## config.mk

```make
export PLATFORM = sky130hd
export DESIGN_NAME = hazard_ctrl_flat
export DESIGN_NICKNAME = d
export VERILOG_FILES = /design/src/rtl/hazard_ctrl_if.sv /design/src/rtl/hazard_ctrl.sv /design/src/flat_wrapper.sv
export SDC_FILE = /design/constraint.sdc
export NUM_CORES = 1
export LEC_CHECK = 0
export ABC_AREA = 1
export CORE_ASPECT_RATIO = 0.75
export CORE_UTILIZATION = 25
export CTS_CLUSTER_SIZE = 20
export DETAILED_ROUTE_END_ITERATION = 16
export PLACE_DENSITY_LB_ADDON = 0.15
export SKIP_LAST_GASP = 1
export SLEW_MARGIN = 20
export SYNTH_ARGS = -nofsm -noshare
export SYNTH_HDL_FRONTEND = slang
export SYNTH_SLANG_ARGS = --single-unit
```

## constraint.sdc

```tcl
create_clock -name clk -period 1.6 [get_ports clk]
set_input_delay 0.32 -clock clk [delete_from_list [all_inputs] [get_ports clk]]
set_output_delay 0.32 -clock clk [all_outputs]
set_load 0.005 [all_outputs]
```

## src/rtl/hazard_ctrl_if.sv

```systemverilog
// Bundle between the 5-stage datapath and the hazard controller.
// master: datapath side (drives hazard inputs, consumes control outputs).
// slave:  hazard_ctrl side.
interface hazard_ctrl_if #(
  parameter int unsigned REG_W = 5
);

  // Hazard inputs from the pipeline
  logic [REG_W-1:0] id_rs;
  logic [REG_W-1:0] id_rt;
  logic             id_use_rs;
  logic             id_use_rt;
  logic [REG_W-1:0] ex_rd;
  logic             ex_mem_read;
  logic             ex_br_taken;
  logic             mem_req;
  logic             mem_ready;

  // Control outputs back to the pipeline
  logic             pc_write;
  logic             fd_stall;
  logic             fd_flush;
  logic             de_bubble;
  logic             pipe_freeze;
  logic             mem_timeout;
  logic [31:0]      stall_cycles;
  logic [31:0]      flush_count;

  modport master (
    output id_rs,
    output id_rt,
    output id_use_rs,
    output id_use_rt,
    output ex_rd,
    output ex_mem_read,
    output ex_br_taken,
    output mem_req,
    output mem_ready,
    input  pc_write,
    input  fd_stall,
    input  fd_flush,
    input  de_bubble,
    input  pipe_freeze,
    input  mem_timeout,
    input  stall_cycles,
    input  flush_count
  );

  modport slave (
    input  id_rs,
    input  id_rt,
    input  id_use_rs,
    input  id_use_rt,
    input  ex_rd,
    input  ex_mem_read,
    input  ex_br_taken,
    input  mem_req,
    input  mem_ready,
    output pc_write,
    output fd_stall,
    output fd_flush,
    output de_bubble,
    output pipe_freeze,
    output mem_timeout,
    output stall_cycles,
    output flush_count
  );

endinterface

```

## src/rtl/hazard_ctrl.sv

```systemverilog
// Pipeline hazard/sequencing controller for the 5-stage datapath.
// Handles load-use stalls, taken-branch flushes resolved in EX and multi-cycle
// data-memory waits. Control outputs are a combinational decode of the registered
// FSM state and the current hazard inputs.
// Optional feature: define HAZARD_PERF_EN to build the saturating stall/flush
// performance counters; otherwise both counter outputs are tied to zero.
module hazard_ctrl #(
  parameter int unsigned REG_W       = 5,
  parameter int unsigned MEM_TIMEOUT = 64,  // >= 2
  parameter int unsigned FLUSH_CYC   = 1    // 1..4
) (
  input logic          clk,
  input logic          rst,
  hazard_ctrl_if.slave bus
);

  // Counter widths; wait_cnt must be able to hold MEM_TIMEOUT itself.
  localparam int unsigned WcW = $clog2(MEM_TIMEOUT + 1);
  localparam int unsigned FcW = 3;
  localparam logic [WcW-1:0] WaitMax   = WcW'(MEM_TIMEOUT);
  localparam logic [FcW-1:0] FlushLast = FcW'(FLUSH_CYC - 1);

  typedef enum logic [1:0] {
    StRun     = 2'd0,
    StMemWait = 2'd1,
    StFlush   = 2'd2
  } state_e;

  state_e         state_q, state_d;
  logic [WcW-1:0] wait_cnt_q, wait_cnt_d;
  logic [FcW-1:0] flush_cnt_q, flush_cnt_d;
  logic           timeout_q, timeout_d;

  logic [REG_W-1:0] id_rs, id_rt, ex_rd;
  logic             load_use;
  logic             mem_stall;
  logic [WcW-1:0]   wait_inc;

  logic pc_write, fd_stall, fd_flush, de_bubble, pipe_freeze;

  assign id_rs = bus.id_rs;
  assign id_rt = bus.id_rt;
  assign ex_rd = bus.ex_rd;

  // Register 0 is hard-wired zero, so a load targeting it never creates a hazard.
  assign load_use = bus.ex_mem_read && (ex_rd != '0) &&
                    ((bus.id_use_rs && (id_rs == ex_rd)) ||
                     (bus.id_use_rt && (id_rt == ex_rd)));

  // MEM stage is issuing an access the memory cannot finish this cycle.
  assign mem_stall = bus.mem_req && !bus.mem_ready;

  assign wait_inc = wait_cnt_q + WcW'(1);

  // State register plus wait/flush counters and the sticky timeout flag.
  always_ff @(posedge clk) begin
    if (rst) begin
      state_q     <= StRun;
      wait_cnt_q  <= '0;
      flush_cnt_q <= '0;
      timeout_q   <= 1'b0;
    end else begin
      state_q     <= state_d;
      wait_cnt_q  <= wait_cnt_d;
      flush_cnt_q <= flush_cnt_d;
      timeout_q   <= timeout_d;
    end
  end

  // Next-state: memory wait beats branch, branch beats load-use (which needs no state).
  always_comb begin
    state_d     = state_q;
    wait_cnt_d  = wait_cnt_q;
    flush_cnt_d = flush_cnt_q;
    timeout_d   = timeout_q;
    unique case (state_q)
      StRun: begin
        if (mem_stall) begin
          // The entering cycle already counts as the first frozen cycle.
          state_d    = StMemWait;
          wait_cnt_d = WcW'(1);
        end else if (bus.ex_br_taken && (FLUSH_CYC > 1)) begin
          state_d     = StFlush;
          flush_cnt_d = FcW'(1);
        end
      end
      StMemWait: begin
        // EX is frozen here, so branch/load-use are simply re-evaluated back in RUN.
        if (bus.mem_ready) begin
          state_d    = StRun;
          wait_cnt_d = '0;
        end else if (wait_inc == WaitMax) begin
          // Give up on the access and let the frozen stages resume.
          state_d    = StRun;
          wait_cnt_d = '0;
          timeout_d  = 1'b1;
        end else begin
          wait_cnt_d = wait_inc;
        end
      end
      StFlush: begin
        if (mem_stall) begin
          // Remaining flush cycles are abandoned.
          state_d     = StMemWait;
          wait_cnt_d  = WcW'(1);
          flush_cnt_d = '0;
        end else if (bus.ex_br_taken) begin
          flush_cnt_d = FcW'(1);
        end else if (flush_cnt_q == FlushLast) begin
          state_d     = StRun;
          flush_cnt_d = '0;
        end else begin
          flush_cnt_d = flush_cnt_q + FcW'(1);
        end
      end
      default: begin
        state_d     = StRun;
        wait_cnt_d  = '0;
        flush_cnt_d = '0;
      end
    endcase
  end

  // Output decode from registered state and current hazard inputs.
  always_comb begin
    pc_write    = 1'b1;
    fd_stall    = 1'b0;
    fd_flush    = 1'b0;
    de_bubble   = 1'b0;
    pipe_freeze = 1'b0;
    if (rst) begin
      // Hold fetch and feed bubbles while the pipeline is being reset.
      pc_write  = 1'b0;
      fd_stall  = 1'b1;
      de_bubble = 1'b1;
    end else begin
      unique case (state_q)
        StRun: begin
          if (mem_stall) begin
            pc_write    = 1'b0;
            fd_stall    = 1'b1;
            pipe_freeze = 1'b1;
          end else if (bus.ex_br_taken) begin
            // Squashes the ID instruction, so a coincident load-use is moot.
            fd_flush  = 1'b1;
            de_bubble = 1'b1;
          end else if (load_use) begin
            pc_write  = 1'b0;
            fd_stall  = 1'b1;
            de_bubble = 1'b1;
          end
        end
        StMemWait: begin
          pc_write    = 1'b0;
          fd_stall    = 1'b1;
          pipe_freeze = 1'b1;
        end
        StFlush: begin
          if (mem_stall) begin
            pc_write    = 1'b0;
            fd_stall    = 1'b1;
            pipe_freeze = 1'b1;
          end else begin
            fd_flush  = 1'b1;
            de_bubble = 1'b1;
          end
        end
        default: begin
          pc_write = 1'b0;
          fd_stall = 1'b1;
        end
      endcase
    end
  end

  assign bus.pc_write    = pc_write;
  assign bus.fd_stall    = fd_stall;
  assign bus.fd_flush    = fd_flush;
  assign bus.de_bubble   = de_bubble;
  assign bus.pipe_freeze = pipe_freeze;
  assign bus.mem_timeout = timeout_q;

`ifdef HAZARD_PERF_EN
  logic [31:0] stall_perf_q;
  logic [31:0] flush_perf_q;
  logic        br_accept;

  // A branch counts only when it is not pre-empted by a memory wait.
  assign br_accept = bus.ex_br_taken && !mem_stall &&
                     ((state_q == StRun) || (state_q == StFlush));

  // Saturating performance counters.
  always_ff @(posedge clk) begin
    if (rst) begin
      stall_perf_q <= '0;
      flush_perf_q <= '0;
    end else begin
      if (fd_stall && (stall_perf_q != '1)) begin
        stall_perf_q <= stall_perf_q + 32'd1;
      end
      if (br_accept && (flush_perf_q != '1)) begin
        flush_perf_q <= flush_perf_q + 32'd1;
      end
    end
  end

  assign bus.stall_cycles = stall_perf_q;
  assign bus.flush_count  = flush_perf_q;
`else
  assign bus.stall_cycles = '0;
  assign bus.flush_count  = '0;
`endif

endmodule

```

## src/flat_wrapper.sv

```systemverilog
// flat-port wrapper written by rule: the top's interface ports become plain ports
module hazard_ctrl_flat 
#(
  parameter int unsigned REG_W       = 5,
  parameter int unsigned MEM_TIMEOUT = 64,         
  parameter int unsigned FLUSH_CYC   = 1           
)
  (clk, rst, bus_id_rs, bus_id_rt, bus_id_use_rs, bus_id_use_rt, bus_ex_rd, bus_ex_mem_read, bus_ex_br_taken, bus_mem_req, bus_mem_ready, bus_pc_write, bus_fd_stall, bus_fd_flush, bus_de_bubble, bus_pipe_freeze, bus_mem_timeout, bus_stall_cycles, bus_flush_count);
  hazard_ctrl_if #(.REG_W(REG_W)) bus_i ();
  input logic clk;
  input logic rst;
  input wire logic [$bits(bus_i.id_rs)-1:0] bus_id_rs;
  input wire logic [$bits(bus_i.id_rt)-1:0] bus_id_rt;
  input wire logic [$bits(bus_i.id_use_rs)-1:0] bus_id_use_rs;
  input wire logic [$bits(bus_i.id_use_rt)-1:0] bus_id_use_rt;
  input wire logic [$bits(bus_i.ex_rd)-1:0] bus_ex_rd;
  input wire logic [$bits(bus_i.ex_mem_read)-1:0] bus_ex_mem_read;
  input wire logic [$bits(bus_i.ex_br_taken)-1:0] bus_ex_br_taken;
  input wire logic [$bits(bus_i.mem_req)-1:0] bus_mem_req;
  input wire logic [$bits(bus_i.mem_ready)-1:0] bus_mem_ready;
  output wire logic [$bits(bus_i.pc_write)-1:0] bus_pc_write;
  output wire logic [$bits(bus_i.fd_stall)-1:0] bus_fd_stall;
  output wire logic [$bits(bus_i.fd_flush)-1:0] bus_fd_flush;
  output wire logic [$bits(bus_i.de_bubble)-1:0] bus_de_bubble;
  output wire logic [$bits(bus_i.pipe_freeze)-1:0] bus_pipe_freeze;
  output wire logic [$bits(bus_i.mem_timeout)-1:0] bus_mem_timeout;
  output wire logic [$bits(bus_i.stall_cycles)-1:0] bus_stall_cycles;
  output wire logic [$bits(bus_i.flush_count)-1:0] bus_flush_count;
  assign bus_i.id_rs = bus_id_rs;
  assign bus_i.id_rt = bus_id_rt;
  assign bus_i.id_use_rs = bus_id_use_rs;
  assign bus_i.id_use_rt = bus_id_use_rt;
  assign bus_i.ex_rd = bus_ex_rd;
  assign bus_i.ex_mem_read = bus_ex_mem_read;
  assign bus_i.ex_br_taken = bus_ex_br_taken;
  assign bus_i.mem_req = bus_mem_req;
  assign bus_i.mem_ready = bus_mem_ready;
  assign bus_pc_write = bus_i.pc_write;
  assign bus_fd_stall = bus_i.fd_stall;
  assign bus_fd_flush = bus_i.fd_flush;
  assign bus_de_bubble = bus_i.de_bubble;
  assign bus_pipe_freeze = bus_i.pipe_freeze;
  assign bus_mem_timeout = bus_i.mem_timeout;
  assign bus_stall_cycles = bus_i.stall_cycles;
  assign bus_flush_count = bus_i.flush_count;
  hazard_ctrl #(.REG_W(REG_W), .MEM_TIMEOUT(MEM_TIMEOUT), .FLUSH_CYC(FLUSH_CYC)) u_core (.clk(clk), .rst(rst), .bus(bus_i));
endmodule
```

==> flow_metrics.env <==
export IMPL_io_buffers=28
export IMPL_synth_cell_types=22
export IMPL_ir_drop_mv=0.271
export IMPL_layout_nets=254
export IMPL_p_total_uw=704
export IMPL_hold_viol_final=0
export IMPL_grt_use_total_pct=9.21
export IMPL_hold_buffers=0
export IMPL_die_w_um=81.4
export IMPL_layout_cells_most_common="conb_1"
export IMPL_insertion_delay_ns=0.23
export IMPL_gp_congestion=0.774
export IMPL_dieArea_um2=5010
export IMPL_routed_via_density=3.38
export IMPL_final_cell_mix="64 x conb_1, 29 x nand2_1, 16 x buf_4, 13 x nor2_1, 13 x inv_1"
export IMPL_num_rows=21
export IMPL_ys_ff_latch=9
export IMPL_num_fill_cells=492
export IMPL_dp_hpwl_um=1850
export IMPL_layout_drive_gt1_share_pct=27.1
export IMPL_cts_root_buf="clkbuf_8"
export IMPL_mappedNetlistArea_um2=1180
export IMPL_status="complete, no violations"
export IMPL_path_max_fanout=2
export IMPL_drc_errors=0
export IMPL_powerDensity_nw_per_um2=502
export IMPL_ios=93
export IMPL_drv_cap=0
export IMPL_whs_path_depth=2
export IMPL_yosysWarnings=0
export IMPL_antenna_found_initial=0
export IMPL_worst_clock_skew_ns=0.00136
export IMPL_drt_iter0_drc=23
export IMPL_initial_core_util_pct=26.3
export IMPL_clk_path_buf_depth=2
export IMPL_reg2reg_to="u_core.state_q[0]"
export IMPL_setup_violations=0
export IMPL_worstSetupPathType="input pin to output pin"
export IMPL_grt_pass1_wl_um=3470
export IMPL_grt_overflow_total=0
export IMPL_slew_violations=0
export IMPL_crit_path_start_kind="input pin"
export IMPL_die_y_um=61.6
export IMPL_whs_ns=0.462
export IMPL_cts_buffers=3
export IMPL_drt_wl_total_um=2220
export IMPL_min_delay_start="u_core.bus.mem_timeout"
export IMPL_tns_ns=0
export IMPL_post_place_ws_ns=-0.770
export IMPL_fmax_mhz=646
export IMPL_leakage_uw=0.000751
export IMPL_worst_slack_ns=0.0512
export IMPL_finalCritPeriodShare_pct=96.8
export IMPL_syn_to_final_growth_pct=18.5
export IMPL_whs_endpoint="u_core.bus.mem_timeout"
export IMPL_cts_sinks=9
export IMPL_grt_pass1_vias=791
export IMPL_r2r_start="u_core.wait_cnt_q[0]"
export IMPL_htreeDepth=1
export IMPL_syn_instance_count=185
export IMPL_syn_avg_cell_area_um2=6.39
export IMPL_coreArea_um2=4490
export IMPL_hold_path_class="flop to flop"
export IMPL_grt_max_degree=7
export IMPL_seq_area_frac_synth_pct=15.2
export IMPL_r2r_slack_ns=0.20
export IMPL_drt_pass1_iter_count=4
export IMPL_multi_input_area_um2=718
export IMPL_vias=968
export IMPL_worst_setup_path_end_kind="output pin"
export IMPL_regArea_um2=180
export IMPL_routedWlPerCell_um=7.75
export IMPL_final_antenna_net_count=0
export IMPL_period_needed_ns=1.55
export IMPL_critPathArrivalTime_ns=1.23
export IMPL_cp_data_required_time_ns=1.28
export IMPL_n_antenna_cell=0
export IMPL_ff2ff_path_depth=8
export IMPL_clk_pin_slew_worst_paths_ns=0.05
export IMPL_tritoncts="done"
## state kept, by name, summed over array words and instances (netlist names)
register	flops
u_core.state_q	1
u_core.bus.mem_timeout	1
u_core.wait_cnt_q	7
## metal layers
| metal | routed length [um] | track usage, % | up-vias |
|---|---|---|---|
| met1 | 1110 | 12.4 | 395 |
| met4 | 22 | 2.30 | 0 |
| met5 | 0 | 0 | - |
| met3 | 134 | 2.67 | 2 |
| met2 | 949 | 14.4 | 44 |
| li1 | - | - | 527 |
## power by group
part           leakage [uW]  internal [uW]  switching (uW)
Sequential        0.0000729            229            4.50
Clock             0.0000228            174            90.1
Combinational      0.000655           90.9             115
## how the worst max path moves through the flow
stage | startpoint | end | depth (start not counted)
final | bus_id_rt[1] | bus_de_bubble | 9
after global routing | bus_id_rt[0] | bus_de_bubble | 8
after CTS | bus_id_rt[4] | bus_pc_write | 9
after detailed placement | bus_ex_rd[3] | bus_pc_write | 10
after global placement | bus_ex_rd[0] | bus_de_bubble | 10
after floorplan | u_core.wait_cnt_q[0] | u_core.state_q[0] | 8
## cells in the mapped netlist
cell / number / share of area, %
buf_4: 64 / 41
nand2_1: 31 / 9.8
nor2_1: 18 / 5.7
inv_1: 17 / 5.4
dfxtp_1: 9 / 15
nand3_1: 9 / 3.8
o21ai_1: 6 / 2.5
inv_2: 5 / 1.6
xor2_1: 5 / 3.7
nor2_2: 4 / 2.1
o21ai_0: 4 / 1.7
a21oi_1: 2 / 0.85
nand3_2: 2 / 1.7
a211oi_1: 1 / 0.64
a21oi_2: 1 / 0.74
clkbuf_1: 1 / 0.32
conb_1: 1 / 0.32
ha_1: 1 / 1.1
nand2_2: 1 / 0.53
nand4_1: 1 / 0.53
nor3_1: 1 / 0.42
o21bai_1: 1 / 0.64
## per-stage QoR
step	area, um^2	instances	util, %
detailed placement	1360	278	30.3
CTS	1390	285	31.0
global route	1400	286	31.2
floorplan	1420	248	-
global placement	1360	278	30.3
finish	1400	286	31.2
## logic make-up after synthesis
group	synth area share (%)
adder cells (fa/ha/maj)	1.06
buffers and inverters	47.9
flip-flops	15.2
other	0.317
AO/OA/AOI/OAI	7.09
XOR/XNOR	3.70
AND/OR/NAND/NOR	24.7
## worst max-delay path: stages
cell,delay [ns]
clkdlybuf4s15_1,0.18
nand2_1,0.06
nand2_1,0.05
nor2_2,0.12
nand3_1,0.10
nand2_2,0.10
nand2_1,0.05
a21oi_1,0.12
buf_2,0.13
## final cells by class
| class | count | share of cell area (%) |
|---|---|---|
| clock buffers | 4 | 3.21 |
| inverters | 22 | 5.89 |
| multi-input cells | 152 | 51.3 |
| flip-flops and latches | 9 | 12.9 |
| well taps | 57 | 5.09 |
| repair buffers | 42 | 21.7 |
## timing repair
action                     CTS  global route
resized for setup           75            20
pin swaps                   20            20
buffers inserted             5             1
gates cloned                 0             0
setup endpoints to repair    5             6
Power figures use the tool's default switching activity.
